**src/rtl/i2c_slave.sv**
```systemverilog
// i2c_slave: 7-bit-address / 8-bit-data I2C target. START/STOP/bit events act
//   SYNC_STAGES+1 clk0 after a pin change. The bus is driven open-drain only.
//   Local logic supplies read bytes on o_tx_req pulses and sees write bytes on o_rx_valid.
//   If no read byte is ready at a load: 0xFF is sent and tx_underrun is set, or, with
//   I2C_SLAVE_CLK_STRETCH_EN defined, SCL is held low until i_tx_valid rises.
// Ports: clk0, reset_n (async, active-low); i_scl/i_sda pin levels;
//   o_sda_low/o_scl_low pull-low enables; i_tx_data/i_tx_valid read-byte source;
//   o_tx_req next-byte request pulse; o_rx_data/o_rx_valid received write byte;
//   o_status = {busy, rw, tx_underrun, nack_seen}, sticky until the next address match.
module i2c_slave #(
  parameter logic [6:0] SLAVE_ADDR  = 7'h50,
  parameter int         SYNC_STAGES = 2
) (
  input  logic       clk0,
  input  logic       reset_n,
  input  logic       i_scl,
  input  logic       i_sda,
  output logic       o_sda_low,
  output logic       o_scl_low,
  input  logic [7:0] i_tx_data,
  input  logic       i_tx_valid,
  output logic       o_tx_req,
  output logic [7:0] o_rx_data,
  output logic       o_rx_valid,
  output logic [3:0] o_status
);

  typedef enum logic [2:0] {
    IDLE, ADDR, ADDR_ACK, RX_DATA, RX_ACK, TX_DATA, TX_ACK, WAIT_STOP
  } state_t;

  // Synchronisers reset to the idle bus level so that reset release makes no false event.
  logic [SYNC_STAGES-1:0] scl_sync_q, sda_sync_q;
  logic                   scl_hist_q, sda_hist_q;
  logic                   scl_s, sda_s;
  logic                   scl_rise, scl_fall, start_ev, stop_ev;

  always_ff @(posedge clk0 or negedge reset_n) begin
    if (!reset_n) begin
      scl_sync_q <= '1;
      sda_sync_q <= '1;
      scl_hist_q <= 1'b1;
      sda_hist_q <= 1'b1;
    end else begin
      scl_sync_q <= {scl_sync_q[SYNC_STAGES-2:0], i_scl};
      sda_sync_q <= {sda_sync_q[SYNC_STAGES-2:0], i_sda};
      scl_hist_q <= scl_s;
      sda_hist_q <= sda_s;
    end
  end

  assign scl_s    = scl_sync_q[SYNC_STAGES-1];
  assign sda_s    = sda_sync_q[SYNC_STAGES-1];
  assign scl_rise = scl_s & ~scl_hist_q;
  assign scl_fall = ~scl_s & scl_hist_q;
  assign start_ev = scl_s & scl_hist_q & sda_hist_q & ~sda_s;
  assign stop_ev  = scl_s & scl_hist_q & ~sda_hist_q & sda_s;

  state_t     state_q, state_d;
  logic [2:0] bit_cnt_q, bit_cnt_d;
  logic       byte_done_q, byte_done_d;   // 8 data bits seen; the next fall ends the byte
  logic [7:0] rx_sh_q, rx_sh_d;
  logic [7:0] tx_sh_q, tx_sh_d;
  logic       sda_low_q, sda_low_d;
  logic [7:0] rx_data_q, rx_data_d;
  logic       rx_valid_q, rx_valid_d;
  logic       tx_req_q, tx_req_d;
  logic       busy_q, busy_d, rw_q, rw_d, und_q, und_d, nack_q, nack_d;
  logic       ack_q, ack_d;               // master ACKed the byte just sent
  logic       do_load;
  logic [7:0] tx_byte;
`ifdef I2C_SLAVE_CLK_STRETCH_EN
  logic       scl_low_q, scl_low_d;
  logic       stretch_q, stretch_d;       // waiting on i_tx_valid with SCL held
  logic [1:0] rel_cnt_q, rel_cnt_d;       // SDA setup delay before releasing SCL
`endif

  always_comb begin
    state_d     = state_q;
    bit_cnt_d   = bit_cnt_q;
    byte_done_d = byte_done_q;
    rx_sh_d     = rx_sh_q;
    tx_sh_d     = tx_sh_q;
    sda_low_d   = sda_low_q;
    rx_data_d   = rx_data_q;
    rx_valid_d  = 1'b0;
    tx_req_d    = 1'b0;
    busy_d      = busy_q;
    rw_d        = rw_q;
    und_d       = und_q;
    nack_d      = nack_q;
    ack_d       = ack_q;
    do_load     = 1'b0;
    tx_byte     = 8'hFF;
`ifdef I2C_SLAVE_CLK_STRETCH_EN
    scl_low_d   = scl_low_q;
    stretch_d   = stretch_q;
    rel_cnt_d   = rel_cnt_q;
`endif

    case (state_q)
      IDLE: begin
        busy_d    = 1'b0;
        sda_low_d = 1'b0;
      end
      ADDR, RX_DATA: begin
        if (scl_rise) begin
          rx_sh_d   = {rx_sh_q[6:0], sda_s};
          bit_cnt_d = bit_cnt_q + 3'd1;
          if (bit_cnt_q == 3'd7) byte_done_d = 1'b1;
        end else if (scl_fall && byte_done_q) begin
          byte_done_d = 1'b0;
          if (state_q == RX_DATA) begin
            rx_data_d  = rx_sh_q;
            rx_valid_d = 1'b1;
            sda_low_d  = 1'b1;
            state_d    = RX_ACK;
          end else if (rx_sh_q[7:1] == SLAVE_ADDR) begin
            rw_d      = rx_sh_q[0];
            busy_d    = 1'b1;
            und_d     = 1'b0;
            nack_d    = 1'b0;
            sda_low_d = 1'b1;
            state_d   = ADDR_ACK;
          end else begin
            sda_low_d = 1'b0;
            state_d   = WAIT_STOP;
          end
        end
      end
      ADDR_ACK: begin
        if (scl_rise && rw_q) begin
          tx_req_d = 1'b1;
        end else if (scl_fall) begin
          if (rw_q) begin
            do_load = 1'b1;
          end else begin
            sda_low_d = 1'b0;
            state_d   = RX_DATA;
          end
        end
      end
      RX_ACK: begin
        if (scl_fall) begin
          sda_low_d = 1'b0;
          state_d   = RX_DATA;
        end
      end
      TX_DATA: begin
        if (scl_rise) begin
          bit_cnt_d = bit_cnt_q + 3'd1;
          if (bit_cnt_q == 3'd7) byte_done_d = 1'b1;
        end else if (scl_fall) begin
          if (byte_done_q) begin
            byte_done_d = 1'b0;
            sda_low_d   = 1'b0;
            state_d     = TX_ACK;
          end else begin
            sda_low_d = ~tx_sh_q[7];
            tx_sh_d   = {tx_sh_q[6:0], 1'b0};
          end
        end
      end
      TX_ACK: begin
        if (scl_rise) begin
          if (!sda_s) begin
            ack_d    = 1'b1;
            tx_req_d = 1'b1;
          end else begin
            ack_d  = 1'b0;
            nack_d = 1'b1;
          end
        end else if (scl_fall) begin
          if (ack_q) begin
            do_load = 1'b1;
          end else begin
            sda_low_d = 1'b0;
            state_d   = WAIT_STOP;
          end
        end
      end
      WAIT_STOP: sda_low_d = 1'b0;
      default:   state_d   = IDLE;
    endcase

    // Loading a read byte: the shifter keeps the bits still to go, MSB goes straight to the pin.
`ifdef I2C_SLAVE_CLK_STRETCH_EN
    if (rel_cnt_q != 2'd0) begin
      rel_cnt_d = rel_cnt_q - 2'd1;
      if (rel_cnt_q == 2'd1) scl_low_d = 1'b0;
    end
    if (do_load && !i_tx_valid) begin
      scl_low_d = 1'b1;
      stretch_d = 1'b1;
    end else if (do_load || (stretch_q && i_tx_valid)) begin
      tx_byte     = i_tx_data;
      sda_low_d   = ~tx_byte[7];
      tx_sh_d     = {tx_byte[6:0], 1'b0};
      bit_cnt_d   = 3'd0;
      byte_done_d = 1'b0;
      state_d     = TX_DATA;
      if (stretch_q) begin
        stretch_d = 1'b0;
        rel_cnt_d = 2'd2;
      end
    end
`else
    if (do_load) begin
      tx_byte     = i_tx_valid ? i_tx_data : 8'hFF;
      und_d       = und_q | ~i_tx_valid;
      sda_low_d   = ~tx_byte[7];
      tx_sh_d     = {tx_byte[6:0], 1'b0};
      bit_cnt_d   = 3'd0;
      byte_done_d = 1'b0;
      state_d     = TX_DATA;
    end
`endif

    // Bus conditions override whatever the current state decided.
    if (start_ev || stop_ev) begin
      sda_low_d   = 1'b0;
      bit_cnt_d   = 3'd0;
      byte_done_d = 1'b0;
      state_d     = start_ev ? ADDR : IDLE;
      if (stop_ev) busy_d = 1'b0;
`ifdef I2C_SLAVE_CLK_STRETCH_EN
      scl_low_d   = 1'b0;
      stretch_d   = 1'b0;
      rel_cnt_d   = 2'd0;
`endif
    end
  end

  always_ff @(posedge clk0 or negedge reset_n) begin
    if (!reset_n) begin
      state_q     <= IDLE;
      bit_cnt_q   <= 3'd0;
      byte_done_q <= 1'b0;
      rx_sh_q     <= 8'h00;
      tx_sh_q     <= 8'h00;
      sda_low_q   <= 1'b0;
      rx_data_q   <= 8'h00;
      rx_valid_q  <= 1'b0;
      tx_req_q    <= 1'b0;
      busy_q      <= 1'b0;
      rw_q        <= 1'b0;
      und_q       <= 1'b0;
      nack_q      <= 1'b0;
      ack_q       <= 1'b0;
`ifdef I2C_SLAVE_CLK_STRETCH_EN
      scl_low_q   <= 1'b0;
      stretch_q   <= 1'b0;
      rel_cnt_q   <= 2'd0;
`endif
    end else begin
      state_q     <= state_d;
      bit_cnt_q   <= bit_cnt_d;
      byte_done_q <= byte_done_d;
      rx_sh_q     <= rx_sh_d;
      tx_sh_q     <= tx_sh_d;
      sda_low_q   <= sda_low_d;
      rx_data_q   <= rx_data_d;
      rx_valid_q  <= rx_valid_d;
      tx_req_q    <= tx_req_d;
      busy_q      <= busy_d;
      rw_q        <= rw_d;
      und_q       <= und_d;
      nack_q      <= nack_d;
      ack_q       <= ack_d;
`ifdef I2C_SLAVE_CLK_STRETCH_EN
      scl_low_q   <= scl_low_d;
      stretch_q   <= stretch_d;
      rel_cnt_q   <= rel_cnt_d;
`endif
    end
  end

  assign o_sda_low  = sda_low_q;
`ifdef I2C_SLAVE_CLK_STRETCH_EN
  assign o_scl_low  = scl_low_q;
`else
  assign o_scl_low  = 1'b0;
`endif
  assign o_tx_req   = tx_req_q;
  assign o_rx_data  = rx_data_q;
  assign o_rx_valid = rx_valid_q;
  assign o_status   = {busy_q, rw_q, und_q, nack_q};

endmodule

```
**config.mk**
```make
export PLATFORM = sky130hd
export DESIGN_NAME = i2c_slave
export DESIGN_NICKNAME = d
export VERILOG_FILES = /design/src/rtl/i2c_slave.sv
export SDC_FILE = /design/constraint.sdc
export NUM_CORES = 1
export LEC_CHECK = 0
export ABC_AREA = 1
export CAP_MARGIN = 20
export CELL_PAD_IN_SITES_DETAIL_PLACEMENT = 2
export CELL_PAD_IN_SITES_GLOBAL_PLACEMENT = 2
export CORE_UTILIZATION = 32
export DETAILED_ROUTE_END_ITERATION = 7
export PLACE_DENSITY_LB_ADDON = 0.25
export SLEW_MARGIN = 40
export SYNTH_ARGS = -nofsm -noshare
export SYNTH_HDL_FRONTEND = slang
export SYNTH_SLANG_ARGS = --single-unit
```
**constraint.sdc**
```tcl
create_clock -name clk0 -period 2.2 [get_ports clk0]
set_input_delay 0.44 -clock clk0 [delete_from_list [all_inputs] [get_ports clk0]]
set_output_delay 0.44 -clock clk0 [all_outputs]
set_load 0.02 [all_outputs]
```
# == After elaboration in Yosys (flattened, before gate mapping) ==
# Cells that the tools add are included.
# classes
n_shift,0
n_addsub,1
reduce_logical,28
mul,0
muxes,83
order_cmp,0
n_eq_ne,32
bitwise_logic,17
div,0
# op_table
operator,count
3-bit 2-to-1 mux,20
1-bit 2-to-1 mux,50
8-bit 2-to-1 mux,6
"4-bit inequality test, second input constant",12
"3-bit equality test, second input constant",5
3-bit one-hot mux with 5 select lines,1
"2-bit inequality test, second input constant",7
13-bit AND reduction,1
2-bit nonzero test,6
11-bit AND reduction,1
"5-bit inequality test, second input constant",2
1-bit one-hot mux with 2 select lines,5
5-bit AND reduction,2
1-bit inverter,9
4-bit AND reduction,2
1-bit bitwise AND,7
"7-bit equality test, second input constant",1
7-bit AND reduction,1
7-bit nonzero test,1
"3-bit by 2-bit equality test with 1-bit output, second input constant",2
1-bit one-hot mux with 6 select lines,1
2-bit AND reduction,3
3-bit nonzero test,2
"2-bit by 1-bit inequality test with 1-bit output, second input constant",2
10 further kinds,12
# word_totals
out_inout_bits,16
ramBits,0
mem_count,0
wordCells,179
romBits,0
inputBits,13
latchBits,0
reg_bits,45

# == Logic depth before layout (Yosys ltp) ==
# Gate-level depths: netlist (run 1).
# depth
depth_word,8
depth_mapped,12
ltp_nobuf,12

# == Worst setup path after synthesis (run 1) ==
# OpenSTA, ideal clock, no wires.
# synth_path
path_kind,register -> register
from,reg scl_hist_q
to,reg state_q[0]
path_slack_ns,0.476
arrival_time_ns,1.607
path_buffers,0
t_required_ns,2.083
setup_time_ns,0.117
period_less_slack_ns,1.724
path_stages_with_launch,13
cell_sequence,dfstp_2 -> inv_1 -> ha_1 -> inv_2 -> nand3_1 -> inv_1 -> nand2_2 -> nand3_1 -> nor2_1 -> nor2_1 -> nand2_2 -> nand2_1 -> nand2_1
# synth_via
elab_chain_cells,7
word_cells_on_any_way,33
classes_between,eq/ne (12); mux (8); bitwise (8); reduce/logical (5)
# synth_rtl
item,line_no,text
"start, declared",34,"logic scl_hist_q, sda_hist_q;"
"start signal, assigned",47,scl_hist_q <= scl_s;
1-bit inverter,54,assign scl_rise = scl_s & ~scl_hist_q;
1-bit bitwise AND,54,
1-bit logical AND,132,if (scl_rise && rw_q) begin
1-bit 2-to-1 mux,132,
1-bit one-hot mux with 2 select lines,101,case (state_q)
"4-bit inequality test (no line), or another cell as far along",--,
13-bit AND reduction (no line) or 3-bit 2-to-1 mux (tied branches),--,
"end signal, assigned",256,state_q <= state_d;
"end, declared",59,"state_t state_q, state_d;"
# Several ways; a longest one is shown, not always the timed one.
# A chain may end at the register's enable or synchronous reset.

# == Worst setup path in the final report (run 1) ==
# layout_path
from,reg scl_sync_q[1]
to,reg tx_sh_q[3]
# layout_via
elab_chain_cells,7
word_cells_on_any_way,15
classes_between,eq/ne (2); mux (6); bitwise (3); reduce/logical (4)
# layout_rtl
item,line_no,text
"start, declared",33,"logic [SYNC_STAGES-1:0] scl_sync_q, sda_sync_q;"
"start signal, assigned",45,"scl_sync_q <= {scl_sync_q[SYNC_STAGES-2:0], i_scl};"
1-bit inverter,55,assign scl_fall = ~scl_s & scl_hist_q;
1-bit bitwise AND,55,
1-bit 2-to-1 mux (on tied branches),"173, 134",
1-bit 2-to-1 mux (on tied branches),"165, 132",
1-bit one-hot mux with 2 select lines,101,
2-bit by 1-bit inequality test with 1-bit output (no line) or 2-bit nonzero test (tied branches),--,
4-bit AND reduction (no line),--,
"end signal, assigned",260,tx_sh_q <= tx_sh_d;
"end, declared",63,"logic [7:0] tx_sh_q, tx_sh_d;"
# Several ways; a longest one is shown, not always the timed one.

==> results.ini, run 1 <==
[outcome]
run_status=completed

[place]
gp_congestion=0.897
dp.cells=400
numPortBuffers=27
place_hpwl_mm=4.83

[yosys]
yosysUniqueCellTypes=29
syn_nets=301
synth_edf_count=0
synthCells=282
yosysMostFrequentCell=nand2_1
ys_async_sr_fraction=1.00
synth.avg_cell_area_um2=8.07
yosysTopAreaCell=dfrtp_1
synth_area_leaders=dfrtp_1 (42%), nand2_1 (11%), dfstp_2 (6.9%)
syn_area_mm2=0.00228
yosys_most_used_dff=dfrtp_1
synth_warnings=0
synth_top_cell_area_share=0.418
synthTopCellsByCount=nand2_1 (66), dfrtp_1 (38), nor2_1 (33)
synth_seq_cells=44
ys_seq_area_frac=0.487

[timing]
min_period_ps=1950
timing.setup.tns_ps=0
rsz0062_at_grt=no
drv_slew=0
hold-worst-slack_ps=92.7
setup_viol=0
max_freq_ghz=0.514
min_period_over_period=0.885
skew_ps=6.04
hold_viol=0

[critical_path]
crit_type=flip-flop to flip-flop
slowest_delay_ps=590
cp_top_family=simple AND/OR/NAND/NOR gates
crit_arrival_ps=2140
cp.required_ps=2390
startpoint_type=flip-flop
crit_path_cell_trace=ha_2 > inv_2 > nand3_1 > inv_1 > nand2_2 > nand2_4 > nor2_2 > inv_2 > nor2_1 > a31oi_1
cp_slowest_cell=dfstp_2
crit_fanout=11
crit_buf_inv=3
cp-end-kind=flip-flop
cp_common_cell=inv_2

[cts]
hold_buffers=0
clk_latency_ps=310
clkSinkCount=44
cts_root_buf=clkbuf_8
cts_tree=yes
cts_post_setup_buffers_inserted=0
htree_levels=2
clkTransAtPathRegs_ps=100
clk_path_buf_depth=2
cts_buffers=5

[flow_run]
drv_cap=0

[route]
vias=1984
drcViolationCount=0
wl_mm=6.37
drtIter0Drc=111
routedWlPerCell_um=15.6
vias_per_cell=4.86
final_antenna_net_count=0
dr.pass1.iters=4

[die]
dieWidth_um=86.3
die_h_um=86.3
start_util=0.333
core_mm2=0.00683
dieArea_mm2=0.00745
ios=29
num_rows=30

[layout]
antennaDiodeCount=0
area_growth_syn_to_layout_pct=20.6
nets=330
layout-drive-gt1-share=0.138
stdcell_count=408

[power_and_ir_drop]
p_leak_nw=1.30
pwr_density_cell_mw_per_mm2=1040
peakVddDrop_mv=0.332

[hold_path]
hold_class=primary input to async pin

[global_routing]
grt_max_degree=27
track_usage=0.192
antenna_found_initial=0
grt_pass1_wl_mm=10.9
grt_pass1_vias=2104
grt_overflow=0

## layer usage
layer / global-route usage / routed length [µm] / up-vias
met5: 0 / 0 / -
met4: 0.0500 / 70 / 0
met3: 0.0314 / 179 / 6
met2: 0.326 / 3110 / 29
met1: 0.256 / 3010 / 984
li1: - / - / 965
## state kept, by name, indices dropped and copies added, names as in the netlist
name / count
byte_done_q: 1
o_tx_req: 1
rw_q: 1
state_q: 3
tx_sh_q: 7
und_q: 1
busy_q: 1
ack_q: 1
o_sda_low: 1
scl_hist_q: 1
scl_sync_q: 2
rx_sh_q: 8
o_rx_data: 8
sda_sync_q: 2
nack_q: 1
bit_cnt_q: 3
o_rx_valid: 1
sda_hist_q: 1
## final cells by class
type	count	area, µm²
clock buffers	5	68.8
clock inverters	3	46.3
fillers	808	4090
inverters	28	108
multi-input cells	200	991
flip-flops and latches	44	1110
well taps	96	120
repair buffers	32	303
## through the flow
step	setup slack (ps)	util	total power, mW	instance area (µm²)
after floorplan	476	-	1.88	2280
after global placement	213	0.384	2.16	2630
after detailed placement	167	0.384	2.20	2630
after CTS	141	0.401	2.88	2740
after global routing	86.0	0.402	3.06	2750
final	254	0.402	2.86	2750
## path summary, 6_finish.rpt
path,end,slack (ps),start,cells after the start
max,tx_sh_q[3]$_DFFE_PN0P_,250,scl_sync_q[1]$_DFF_PN1_,10
min,o_rx_data[4]$_DFFE_PN0P_,90,reset_n,2
max reg2reg,tx_sh_q[3]$_DFFE_PN0P_,250,scl_sync_q[1]$_DFF_PN1_,10
min reg2reg,sda_sync_q[1]$_DFF_PN1_,360,sda_sync_q[0]$_DFF_PN1_,0
max in group asynchronous,scl_sync_q[0]$_DFF_PN1_,1770,reset_n,2
min in group clk0,sda_sync_q[1]$_DFF_PN1_,360,sda_sync_q[0]$_DFF_PN1_,0
## layout by cell type (no fill, tap or decap), types with 4 or more instances in the layout
cell,synthesis,routed
ha_1,6,5
buf_4,7,5
clkbuf_8,0,5
a31oi_1,5,5
clkdlybuf4s50_1,0,26
dfstp_2,6,6
dfrtp_1,38,38
nand2_2,6,6
o21ai_1,5,5
nand3_1,22,22
nor2_2,5,6
a21oi_1,9,9
inv_1,23,23
inv_2,4,4
nor2_1,33,32
o21ai_0,28,28
nand2_1,66,66
## repair_timing
| item | CTS | global route |
|---|---|---|
| gates resized for setup | 0 | 2 |
| endpoints found under the setup margin | 0 | 5 |
| endpoints found under the hold margin | 0 | 0 |
## power breakdown
group	switching (mW)	internal [mW]	leakage [nW]	total, mW
Sequential	0.190	0.981	0.544	1.17
Clock	0.326	0.343	0.0548	0.669
Combinational	0.655	0.363	0.698	1.02
## cells by family (layout without fill, tap and decap cells)
kind of cell	count (synthesis)	after routing	synth area share
adders and majority gates	6	6	0.0330
buffers and inverters	38	68	0.0797
xor gates and xnor gates	1	1	0.00385
and+or+nand+nor	144	144	0.285
AOI/OAI and AO/OA	48	48	0.109
other	1	1	0.00165
DFF	44	44	0.487
Power figures use the tool's default switching activity.
==> run 2, diff against run 1 <==
Settings changed: PLACE_DENSITY_LB_ADDON 0.25 to 0.1.
==> results.ini, run 2 (synthesis results as in run 1) <==
[cts]
clkTransAtPathRegs_ps=90
clkSinkCount=44
htree_levels=2
cts_root_buf=clkbuf_8
clk_path_buf_depth=2
cts_buffers=5
cts_tree=yes
hold_buffers=0
clk_latency_ps=300
cts_post_setup_buffers_inserted=0

[route]
vias=1973
final_antenna_net_count=0
wl_mm=6.23
met1Wirelength_mm=3.03
dr.pass1.iters=4
wl_met3_um=120
drcViolationCount=0
highest_layer=met4
drtIter0Drc=53
route.met2.wl_mm=3.04
vias_per_cell=4.86
routedWlPerCell_um=15.3

[global_routing]
grt_pass1_vias=2148
antenna_found_initial=0
grt_overflow=0
grt_pass1_wl_mm=10.8
grt_max_degree=45
track_usage=0.187

[die]
dieWidth_um=86.3
num_rows=30
start_util=0.333
dieArea_mm2=0.00745
die_h_um=86.3
ios=29
core_mm2=0.00683

[timing]
max_freq_ghz=0.501
min_period_ps=2000
slew_headroom=0.647
worst_pin_slew_ps=530
timing.setup.tns_ps=0
drv_slew=0
min_period_over_period=0.908
hold-worst-slack_ps=94.3
rsz0062_at_grt=no
hold_viol=0
skew_ps=5.09
setup_viol=0

[critical_path]
timing.rr.start=scl_sync_q[1]$_DFF_PN1_
worstSetupEndpoint=byte_done_q$_DFFE_PN0P_
reg2reg_depth=11
crit_start=scl_sync_q[1]$_DFF_PN1_
rrSetupSlack_ps=200
crit_type=flip-flop to flip-flop
cp-end-kind=flip-flop
reg2reg_to=byte_done_q$_DFFE_PN0P_
crit_arrival_ps=2240
startpoint_type=flip-flop
cp.required_ps=2440
crit_fanout=7

[hold_path]
hold_class=primary input to async pin

[layout]
n_fill_cell=799
final_cell_area_mm2=0.00275
area_growth_syn_to_layout_pct=20.6
final_common_cell=nand2_1
stdcell_count=406
multiInputGateArea_um2=993
finish.utilization=0.402
regArea_mm2=0.00111
final_cell_mix=nand2_1 (66), dfrtp_1 (38), nor2_1 (31)
layout-drive-gt1-share=0.135
nets=328
antennaDiodeCount=0

[place]
place_hpwl_mm=4.73
gp_congestion=0.833
numPortBuffers=27
dp.cells=398
placedInstanceArea_mm2=0.00262

[power_and_ir_drop]
pwr_density_cell_mw_per_mm2=1030
p_leak_nw=1.29
peakVddDrop_mv=0.372

[outcome]
run_status=completed

[flow_run]
drv_cap=0

run 2: cell types whose count changed in the layout (fill, tap and decap cells not counted), sizes merged:
cell  before  now
buf        6    4
run 2: area by class of cell:
type | instances | area share
clock buffers | 5 | 0.0251
multi-input cells | 200 | 0.362
clock inverters | 3 | 0.0169
flip-flops and latches | 44 | 0.404
well taps | 96 | 0.0438
repair buffers | 30 | 0.109
inverters | 28 | 0.0392
run 2: worst min path at each step:
| stage | end | depth (start not counted) |
|---|---|---|
| 6_report | o_rx_valid$_DFF_PN0_ | 2 |
| 5_1_grt | rx_sh_q[1]$_DFFE_PN0P_ | 2 |
| 4_1_cts | o_rx_valid$_DFF_PN0_ | 2 |
| 3_5_place_dp | scl_sync_q[1]$_DFF_PN1_ | 0 |
| 3_3_place_gp | sda_sync_q[1]$_DFF_PN1_ | 0 |
| 2_1_floorplan | ack_q$_DFFE_PN0P_ | 0 |
run 2: critical path: stages (launching register included):
cell     delay (ps)
dfstp_2         590
ha_2            290
inv_2            90
nand3_1         130
inv_1            70
nand2_2         120
nand3_2         160
nor2_2          180
nand2_1         100
nand2_1          70
nand2_1          60
nand2_1          70
run 2: stage by stage:
stage	power [mW]	worst slack, ps
6_report	2.83	202
5_1_grt	3.04	42.8
4_1_cts	2.86	70.2
3_5_place_dp	2.20	112
3_3_place_gp	2.15	150
2_1_floorplan	1.88	476
run 2: routing by layer:
metal,vias up,global-route usage
met2,25,0.317
met3,4,0.0257
met4,0,0.0500
met5,-,0
li1,954,-
met1,990,0.252
run 2: what timing repair did:
item / CTS / global route
resized for setup: 0 / 3
endpoints found under the hold margin: 0 / 0
setup endpoints to repair: 0 / 9
run 2: power by group:
group	internal (mW)	total (mW)	switching [mW]
registers	0.980	1.20	0.215
clock network	0.343	0.657	0.315
logic	0.354	0.976	0.622
